--- config.mk ---
export PLATFORM = sky130hd
export DESIGN_NAME = remote_comm
export DESIGN_NICKNAME = d
export VERILOG_FILES = /design/src/rtl/remote_pkg.sv /design/src/rtl/uart.sv /design/src/rtl/remote_comm.sv
export SDC_FILE = /design/constraint.sdc
export NUM_CORES = 1
export LEC_CHECK = 0
export CORE_MARGIN = 5
export CORE_UTILIZATION = 61
export DETAILED_ROUTE_END_ITERATION = 10
export PLACE_DENSITY = 0.81
export SLEW_MARGIN = 40
export SYNTH_ARGS = -nofsm -noshare
export SYNTH_HDL_FRONTEND = slang
export SYNTH_SLANG_ARGS = --single-unit
--- constraint.sdc ---
create_clock -name clk -period 4.4 [get_ports clk]
set_clock_uncertainty 0.05 [all_clocks]
set_input_delay 0.44 -clock clk [delete_from_list [all_inputs] [get_ports clk]]
set_output_delay 0.44 -clock clk [all_outputs]
set_load 0.01 [all_outputs]
--- src/rtl/remote_pkg.sv ---
// Shared definitions for the Knight's Tour host remote: response codes, default baud divisor,
// TX sequencing states and command encodings used by the benches.
package remote_pkg;

    localparam int          BAUD_DIV_DEFAULT = 2604;
    localparam int          FRAME_BITS       = 10;

    localparam logic [7:0]  RESP_ACK = 8'hA5;
    localparam logic [15:0] CAL_GYRO = 16'h2000;
    localparam logic [3:0]  OP_MOVE  = 4'h4;

    typedef enum logic [1:0] {
        IDLE,
        HIGH,
        LOW
    } rc_state_t;

    // Move command: [15:12] opcode, [11:4] heading, [3:0] number of squares.
    function automatic logic [15:0] move_cmd(input logic [7:0] heading, input logic [3:0] squares);
        return {OP_MOVE, heading, squares};
    endfunction

endpackage

--- src/rtl/uart.sv ---
// 8N1 UART used by the host remote: a transmitter whose frame-done strobe is combinational so the
// next frame can load on the same edge, and a mid-bit sampling receiver behind a 2-flop synchronizer.
module uart
    import remote_pkg::*;
#(
    parameter int BAUD_DIV = BAUD_DIV_DEFAULT
) (
    input  logic       clk,
    input  logic       rst_n,
    input  logic       RX,
    output logic       TX,
    input  logic [7:0] tx_data,
    input  logic       trmt,
    output logic       tx_done,
    output logic [7:0] rx_data,
    output logic       rdy,
    input  logic       clr_rdy
);

    localparam int               CNT_W     = $clog2(BAUD_DIV + 1);
    localparam logic [CNT_W-1:0] BAUD_LAST = CNT_W'(BAUD_DIV - 1);
    localparam logic [CNT_W-1:0] HALF_LAST = CNT_W'(BAUD_DIV / 2 - 1);
    localparam logic [3:0]       LAST_BIT  = 4'(FRAME_BITS - 1);

    logic [9:0]       tx_shft;
    logic [CNT_W-1:0] tx_baud;
    logic [3:0]       tx_bits;
    logic             tx_busy;
    logic             tx_bit_end;

    logic             rx_ff1;
    logic             rx_ff2;
    logic             rx_prev;
    logic             rx_busy;
    logic [CNT_W-1:0] rx_baud;
    logic [3:0]       rx_bits;
    logic [8:0]       rx_shft;
    logic             rx_start;
    logic             rx_sample;
    logic             rx_last;

    assign tx_bit_end = tx_busy && (tx_baud == BAUD_LAST);
    assign tx_done    = tx_bit_end && (tx_bits == LAST_BIT);
    assign TX         = tx_shft[0];

    // A load on trmt overrides the end of the current stop bit, giving gap-free back-to-back frames.
    always_ff @(posedge clk or negedge rst_n) begin
        if (!rst_n) begin
            tx_shft <= '1;
            tx_baud <= '0;
            tx_bits <= '0;
            tx_busy <= 1'b0;
        end else if (trmt) begin
            tx_shft <= {1'b1, tx_data, 1'b0};
            tx_baud <= '0;
            tx_bits <= '0;
            tx_busy <= 1'b1;
        end else if (tx_busy) begin
            if (tx_bit_end) begin
                tx_shft <= {1'b1, tx_shft[9:1]};
                tx_baud <= '0;
                tx_bits <= tx_bits + 4'd1;
                if (tx_done) begin
                    tx_busy <= 1'b0;
                end
            end else begin
                tx_baud <= tx_baud + CNT_W'(1);
            end
        end
    end

    always_ff @(posedge clk or negedge rst_n) begin
        if (!rst_n) begin
            rx_ff1  <= 1'b1;
            rx_ff2  <= 1'b1;
            rx_prev <= 1'b1;
        end else begin
            rx_ff1  <= RX;
            rx_ff2  <= rx_ff1;
            rx_prev <= rx_ff2;
        end
    end

    assign rx_start  = !rx_busy && rx_prev && !rx_ff2;
    assign rx_sample = rx_busy && (rx_baud == '0);
    assign rx_last   = rx_sample && (rx_bits == LAST_BIT);

    // The baud counter counts down to each sample point: half a bit first, then whole bits.
    always_ff @(posedge clk or negedge rst_n) begin
        if (!rst_n) begin
            rx_busy <= 1'b0;
            rx_baud <= '0;
            rx_bits <= '0;
            rx_data <= 8'h00;
            rdy     <= 1'b0;
        end else begin
            if (rx_start) begin
                rx_busy <= 1'b1;
                rx_baud <= HALF_LAST;
                rx_bits <= '0;
            end else if (rx_sample) begin
                rx_baud <= BAUD_LAST;
                rx_bits <= rx_bits + 4'd1;
                if (rx_last) begin
                    rx_busy <= 1'b0;
                    rx_data <= rx_shft[8:1];
                end
            end else if (rx_busy) begin
                rx_baud <= rx_baud - CNT_W'(1);
            end

            if (rx_last) begin
                rdy <= 1'b1;
            end else if (rx_start || clr_rdy) begin
                rdy <= 1'b0;
            end
        end
    end

    // On the stop-bit sample the register holds start, d0..d7, so the byte sits in [8:1].
    always_ff @(posedge clk) begin
        if (rx_sample) begin
            rx_shft <= {rx_ff2, rx_shft[8:1]};
        end
    end

endmodule

--- src/rtl/remote_comm.sv ---
// Host-side remote for the Knight's Tour benches: sends a 16-bit command as two UART frames,
// high byte first, and captures the robot's one-byte response.
module remote_comm
    import remote_pkg::*;
#(
    parameter int BAUD_DIV = BAUD_DIV_DEFAULT
) (
    input  logic        clk,
    input  logic        rst_n,
    input  logic        RX,
    output logic        TX,
    input  logic [15:0] cmd,
    input  logic        send_cmd,
    output logic        cmd_sent,
    output logic        resp_rdy,
    output logic [7:0]  resp
);

    rc_state_t  state;
    rc_state_t  state_nxt;
    logic [7:0] low_byte;
    logic [7:0] tx_data;
    logic       trmt;
    logic       tx_done;
    logic       accept;
    logic       sent_set;

    uart #(
        .BAUD_DIV(BAUD_DIV)
    ) u_uart (
        .clk    (clk),
        .rst_n  (rst_n),
        .RX     (RX),
        .TX     (TX),
        .tx_data(tx_data),
        .trmt   (trmt),
        .tx_done(tx_done),
        .rx_data(resp),
        .rdy    (resp_rdy),
        .clr_rdy(accept)
    );

    always_ff @(posedge clk or negedge rst_n) begin
        if (!rst_n) begin
            state <= IDLE;
        end else begin
            state <= state_nxt;
        end
    end

    // send_cmd is only honoured in IDLE; requests during a transfer are dropped silently.
    always_comb begin
        state_nxt = state;
        trmt      = 1'b0;
        tx_data   = low_byte;
        accept    = 1'b0;
        sent_set  = 1'b0;
        case (state)
            IDLE: begin
                if (send_cmd) begin
                    accept    = 1'b1;
                    trmt      = 1'b1;
                    tx_data   = cmd[15:8];
                    state_nxt = HIGH;
                end
            end
            HIGH: begin
                if (tx_done) begin
                    trmt      = 1'b1;
                    state_nxt = LOW;
                end
            end
            LOW: begin
                if (tx_done) begin
                    sent_set  = 1'b1;
                    state_nxt = IDLE;
                end
            end
            default: state_nxt = IDLE;
        endcase
    end

    always_ff @(posedge clk) begin
        if (accept) begin
            low_byte <= cmd[7:0];
        end
    end

    always_ff @(posedge clk or negedge rst_n) begin
        if (!rst_n) begin
            cmd_sent <= 1'b0;
        end else if (accept) begin
            cmd_sent <= 1'b0;
        end else if (sent_set) begin
            cmd_sent <= 1'b1;
        end
    end

endmodule

# Yosys cells after proc, flatten, opt, wreduce, memory -nomap -nowiden
# Index checks and enable logic that the tools add are counted.
# totals
regBits,76
latchBits,0
ram_bits,0
mem_bits_ro,0
output_inout_bits,11
mem_count,0
# classes
add_sub_neg,4
mul,0
div_mod_pow,0
magnitude_cmp,0
n_eq_ne,8
shifts,0
muxes,36
bitwise,1
n_reduce_logical,22
# ops
operator,n
$mux 12,6
$mux 10,3
$mux 4,5
$mux 8,2
$mux 1,15
$add 12x1->12 const B,1
$eq 12x12->1 const B,1
$logic_not 12->1,1
$reduce_bool 2->1,6
$sub 12x1->12 const B,1
$add 4x1->4 const B,2
$eq 4x4->1 const B,2
$logic_and 1x1->1,6
$mux 2,3
$ne 2x2->1 const B,3
$pmux 2 s3,1
$reduce_and 3->1,2
$reduce_and 2->1,2
$reduce_bool 3->1,1
$eq 2x1->1 const B,1
$eq 2x2->1 const B,1
$logic_not 1->1,2
$logic_not 2->1,1
$pmux 1 s2,1
2 further kinds,2

# Depth between registers and ports, before layout
# logic_depth
ltp_word,7
depth_mapped,8
depth_no_buf,7

# Cells and area by module
# A second synthesis with hierarchy kept.
# hier_totals
cells_unflattened,290
hier_area_um2,3444.6
# modules_own_cells
module,n_inst,cells_per_inst,area_per_inst_um2,seq_area_each_um2
uart,1,258,2924.1,1631.6
remote_comm,1,32,520.5,315.3

# Least setup slack after synthesis
# No wires, ideal clock.
# synth_timing
kind,register to register
startpoint,register u_uart.rx_baud[0]
endpoint,register u_uart.rx_data[0]
setup_time_ns,0.125
arrival_ns,1.782
required_time_ns,4.225
slack_ns,2.443
stages_incl_launch_ff,9
n_path_buf,1
period_less_slack_ns,1.957
cell_sequence,dfrtp_1 inv_1 ha_1 and3b_1 nand4_1 inv_2 and4b_1 buf_6 mux2_4
# synth_via
elab_chain_cells,4
# synth_rtl
item,line_no,source
from (decl),uart.sv:35,logic [CNT_W-1:0] rx_baud;
from (signal assigned),uart.sv:109,rx_baud <= rx_baud - CNT_W'(1);
$logic_not 12->1 (*),uart.sv:85,assign rx_sample = rx_busy && (rx_baud == '0);
$logic_and 1x1->1 (*),uart.sv:85,
$logic_and 1x1->1,uart.sv:86,assign rx_last = rx_sample && (rx_bits == LAST_BIT);
$reduce_and 3->1 (no line) (*),n/a,
to (signal assigned),uart.sv:106,rx_data <= rx_shft[8:1];
to (decl),uart.sv:15,"output logic [7:0] rx_data,"
# Every way passes the cells marked *; elsewhere a longest branch is shown, timed or not.
# A chain may end at the register's enable or synchronous reset.

# Final worst setup path
# layout_timing
startpoint,register u_uart.rx_busy
endpoint,register u_uart.rx_data[7]
# layout_via
elab_chain_cells,5
word_cells_on_any_way,7
# layout_rtl
item,line_no,source
from (decl),uart.sv:34,logic rx_busy;
from (signal assigned),uart.sv:91,rx_busy <= 1'b0;
from (signal assigned),uart.sv:98,rx_busy <= 1'b1;
from (signal assigned),uart.sv:105,rx_busy <= 1'b0;
$logic_not 1->1,uart.sv:84,assign rx_start = !rx_busy && rx_prev && !rx_ff2;
$logic_and 1x1->1 (2 in a row),uart.sv:84,
$not 1->1 (no line),n/a,
$reduce_and 3->1 (no line) (*),n/a,
# Marks and branches as above.

==> run metrics <==
status=complete, no violations; cts bufs inserted=9; DRT Pass-1 Iters=4; reg-to-reg startpoint=u_uart.rx_busy; commonest non-fill, non-tap cell in the layout=dfrtp_1; Die W=85.1 um; Max VDD drop=0.251 mV; crit end category=register; P_leak=0.00157 uW; hold_buf cts=0; antenna cell count=0; total gr overflow=0; crit path launch=u_uart.rx_busy; CP Data Required Time=4.59 ns; Slew @ Worst Pin=0.721 ns; met2 usage=30.9%; Area growth syn-to-layout=15.0%; Critical Path Sink=u_uart.rx_data[7]; Final HPWL DP=4.28 mm; most crowded layer after global routing=met2; Async S/R FF share, synth=78.4%; GPL Wtd Cong=0.785; R2R depth=5; Gate Count Post-Synth=303; Post-synth EDFFs=16; Crit path arrival time=2.99 ns; Synth warnings=0; final antenna-violating net count=0; relative slew slack=51.5%; Root Buffer=clkbuf_8; Buffers on Ports=30; pin count of the biggest net entering global routing=59; Final Cycle Share=63.7%; Slew Limit Fails=0; Setup WS pre-CTS=1.58 ns; setup_tns=0 ns; Clock Pin Slew Worst Setup and Hold Paths=0.08 ns; PD cells=454 mW/mm2; critical path's top delay family=simple AND/OR/NAND/NOR gates; RSZ-0062 raised after global routing=no; core area=0.00551 mm2; die area=0.00723 mm2; post-synth net total=330; CP Cell Sequence=and3b_1 -> nand4_1 -> inv_2 -> and4b_1 -> mux2_4; Setup Buffers After CTS=0; Setup Viol. Count Final=0; initial antenna violation count=0; DR iter-0 viols=195; fin nets=359; detailed-route DRC error count=0; met3 Use GR=4.17%; die height=85.1 um; Final WS setup=1.60 ns; clk buf depth=2; WP depth=5; starting density of the core=62.4%; Crit-path slowest cell=and4b_1; Synth Register Bits=74; critical path class=reg2reg; Fin. Hold Viols=0; worst skew pair latency=0.35 ns; syn_area_per_cell=11.3 um2; Worst setup SP type=register; row count=27; Worst Path Max Fanout=17; vias=2450; WP buf/inv=1; R2R Path End=u_uart.rx_data[7]; first-pass GRT wire length=11.3 mm; post-synth cell types=54; Fillers=382; Most used DFF post-synth=dfrtp_1; met1 Use GR=25.6%; most frequent cells in the layout=dfrtp_1 (46), clkdlybuf4s50_1 (29), nor3_1 (21); CTS tree=done; flop-to-flop setup slack=1.60 ns; CTS H-tree depth=3; CTS Sinks=74; vias in the first global route=2395; Hold WC Path Type=in2async; Mapped Area=0.00344 mm2; crit path time final=2.80 ns; via/cell ratio=5.99; Worst path max stage delay=0.65 ns; Gates resized, CTS repair=0; I/O Pins=31; wire per inst=15.9 um; Peak Freq=357 MHz; number of max-cap violations=0; Power, Total=1790 uW; final instance area=0.00395 mm2; share of layout cells above drive strength 1=13.6%; register area share after synthesis=56.7%; Finished Core Util=71.7%; Placed Area=0.00377 mm2; Overall Global Routing Usage=19.8%; Detailed Route WL=6.50 mm
-- synthesized netlist by cell type (all sizes together) (4+ instances only) --
| library cell | count | area (um2) |
|---|---|---|
| ha | 7 | 87.6 |
| mux2 | 8 | 120 |
| dfrtp | 46 | 1150 |
| nand4 | 4 | 25.0 |
| o21ai | 15 | 75.1 |
| xor2 | 4 | 35.0 |
| o32ai | 7 | 61.3 |
| buf | 6 | 36.3 |
| xnor2 | 4 | 35.0 |
| or3 | 7 | 43.8 |
| nand2b | 5 | 31.3 |
| a21oi | 16 | 80.1 |
| nand3 | 13 | 65.1 |
| nor2 | 17 | 63.8 |
| edfxtp | 16 | 480 |
| dfstp | 12 | 315 |
| inv | 12 | 45.1 |
| nor4 | 11 | 83.8 |
| nor3 | 21 | 105 |
| clkbuf | 7 | 26.3 |
| nand2 | 19 | 71.3 |
-- worst min-delay path by stage --
stage | start | end | slack (ns) | depth (start not counted)
3_5_place_dp | u_uart.rx_ff1 | u_uart.rx_ff2 | 0.30 | 0
4_1_cts | rst_n | cmd_sent | 0.20 | 2
6_report | rst_n | state[0] | 0.18 | 2
5_1_grt | rst_n | state[1] | 0.25 | 2
2_1_floorplan | rst_n | cmd_sent | 0.09 | 0
3_3_place_gp | u_uart.rx_ff1 | u_uart.rx_ff2 | 0.30 | 0
-- final cells by class --
type                       count  area, um2  share of cell area, %
inverter                      12       45.0                   1.14
clock buffer                   9        124                   3.14
multi-input combinational    204       1380                   35.0
tap                           72       90.1                   2.28
timing repair buffer          31        303                   7.67
clock inverter                 7       60.1                   1.52
sequential                    74       1950                   49.3
-- stage by stage --
stage | std cells | hold slack (ns)
after floorplan | 303 | 0.0944
after global placement | 393 | 0.297
after detailed placement | 393 | 0.305
after CTS | 409 | 0.196
after global routing | 409 | 0.247
final | 409 | 0.180
-- power by group --
group          leakage (uW)  switching, uW  internal, uW  total [uW]
logic              0.000613            162           163         326
clock network     0.0000939            246           255         501
registers          0.000862            134           831         966
-- routing by layer --
layer  wire length (um)  vias to the layer above  share of wire (%)
met5                  0                        -                  0
met4                126                        0                1.9
met3                260                       13                4.0
met2               3240                       56                 50
met1               2870                     1192                 44
li1                   -                     1189                  -
-- state kept, by name, summed over array words and instances (netlist names) --
register,cells
u_uart.tx_bits,4
u_uart.tx_shft,9
cmd_sent,1
u_uart.rx_busy,1
u_uart.rx_ff2,1
u_uart.tx_busy,1
u_uart.rx_prev,1
u_uart.rx_bits,4
u_uart.rx_baud,12
u_uart.rx_ff1,1
state,2
u_uart.tx_baud,12
low_byte,8
u_uart.rx_shft,8
u_uart.rdy,1
u_uart.rx_data,8
-- logic make-up after synthesis --
logic type	Yosys count	synth area share [%]
AOI/OAI and AO/OA	55	10.2
muxes	11	4.37
and+or+nand+nor	123	21.1
buffers and inverters	25	3.13
adders and majority gates	7	2.55
xor gates and xnor gates	8	2.04
DFF	74	56.7
(Power assumes the default switching activity.)
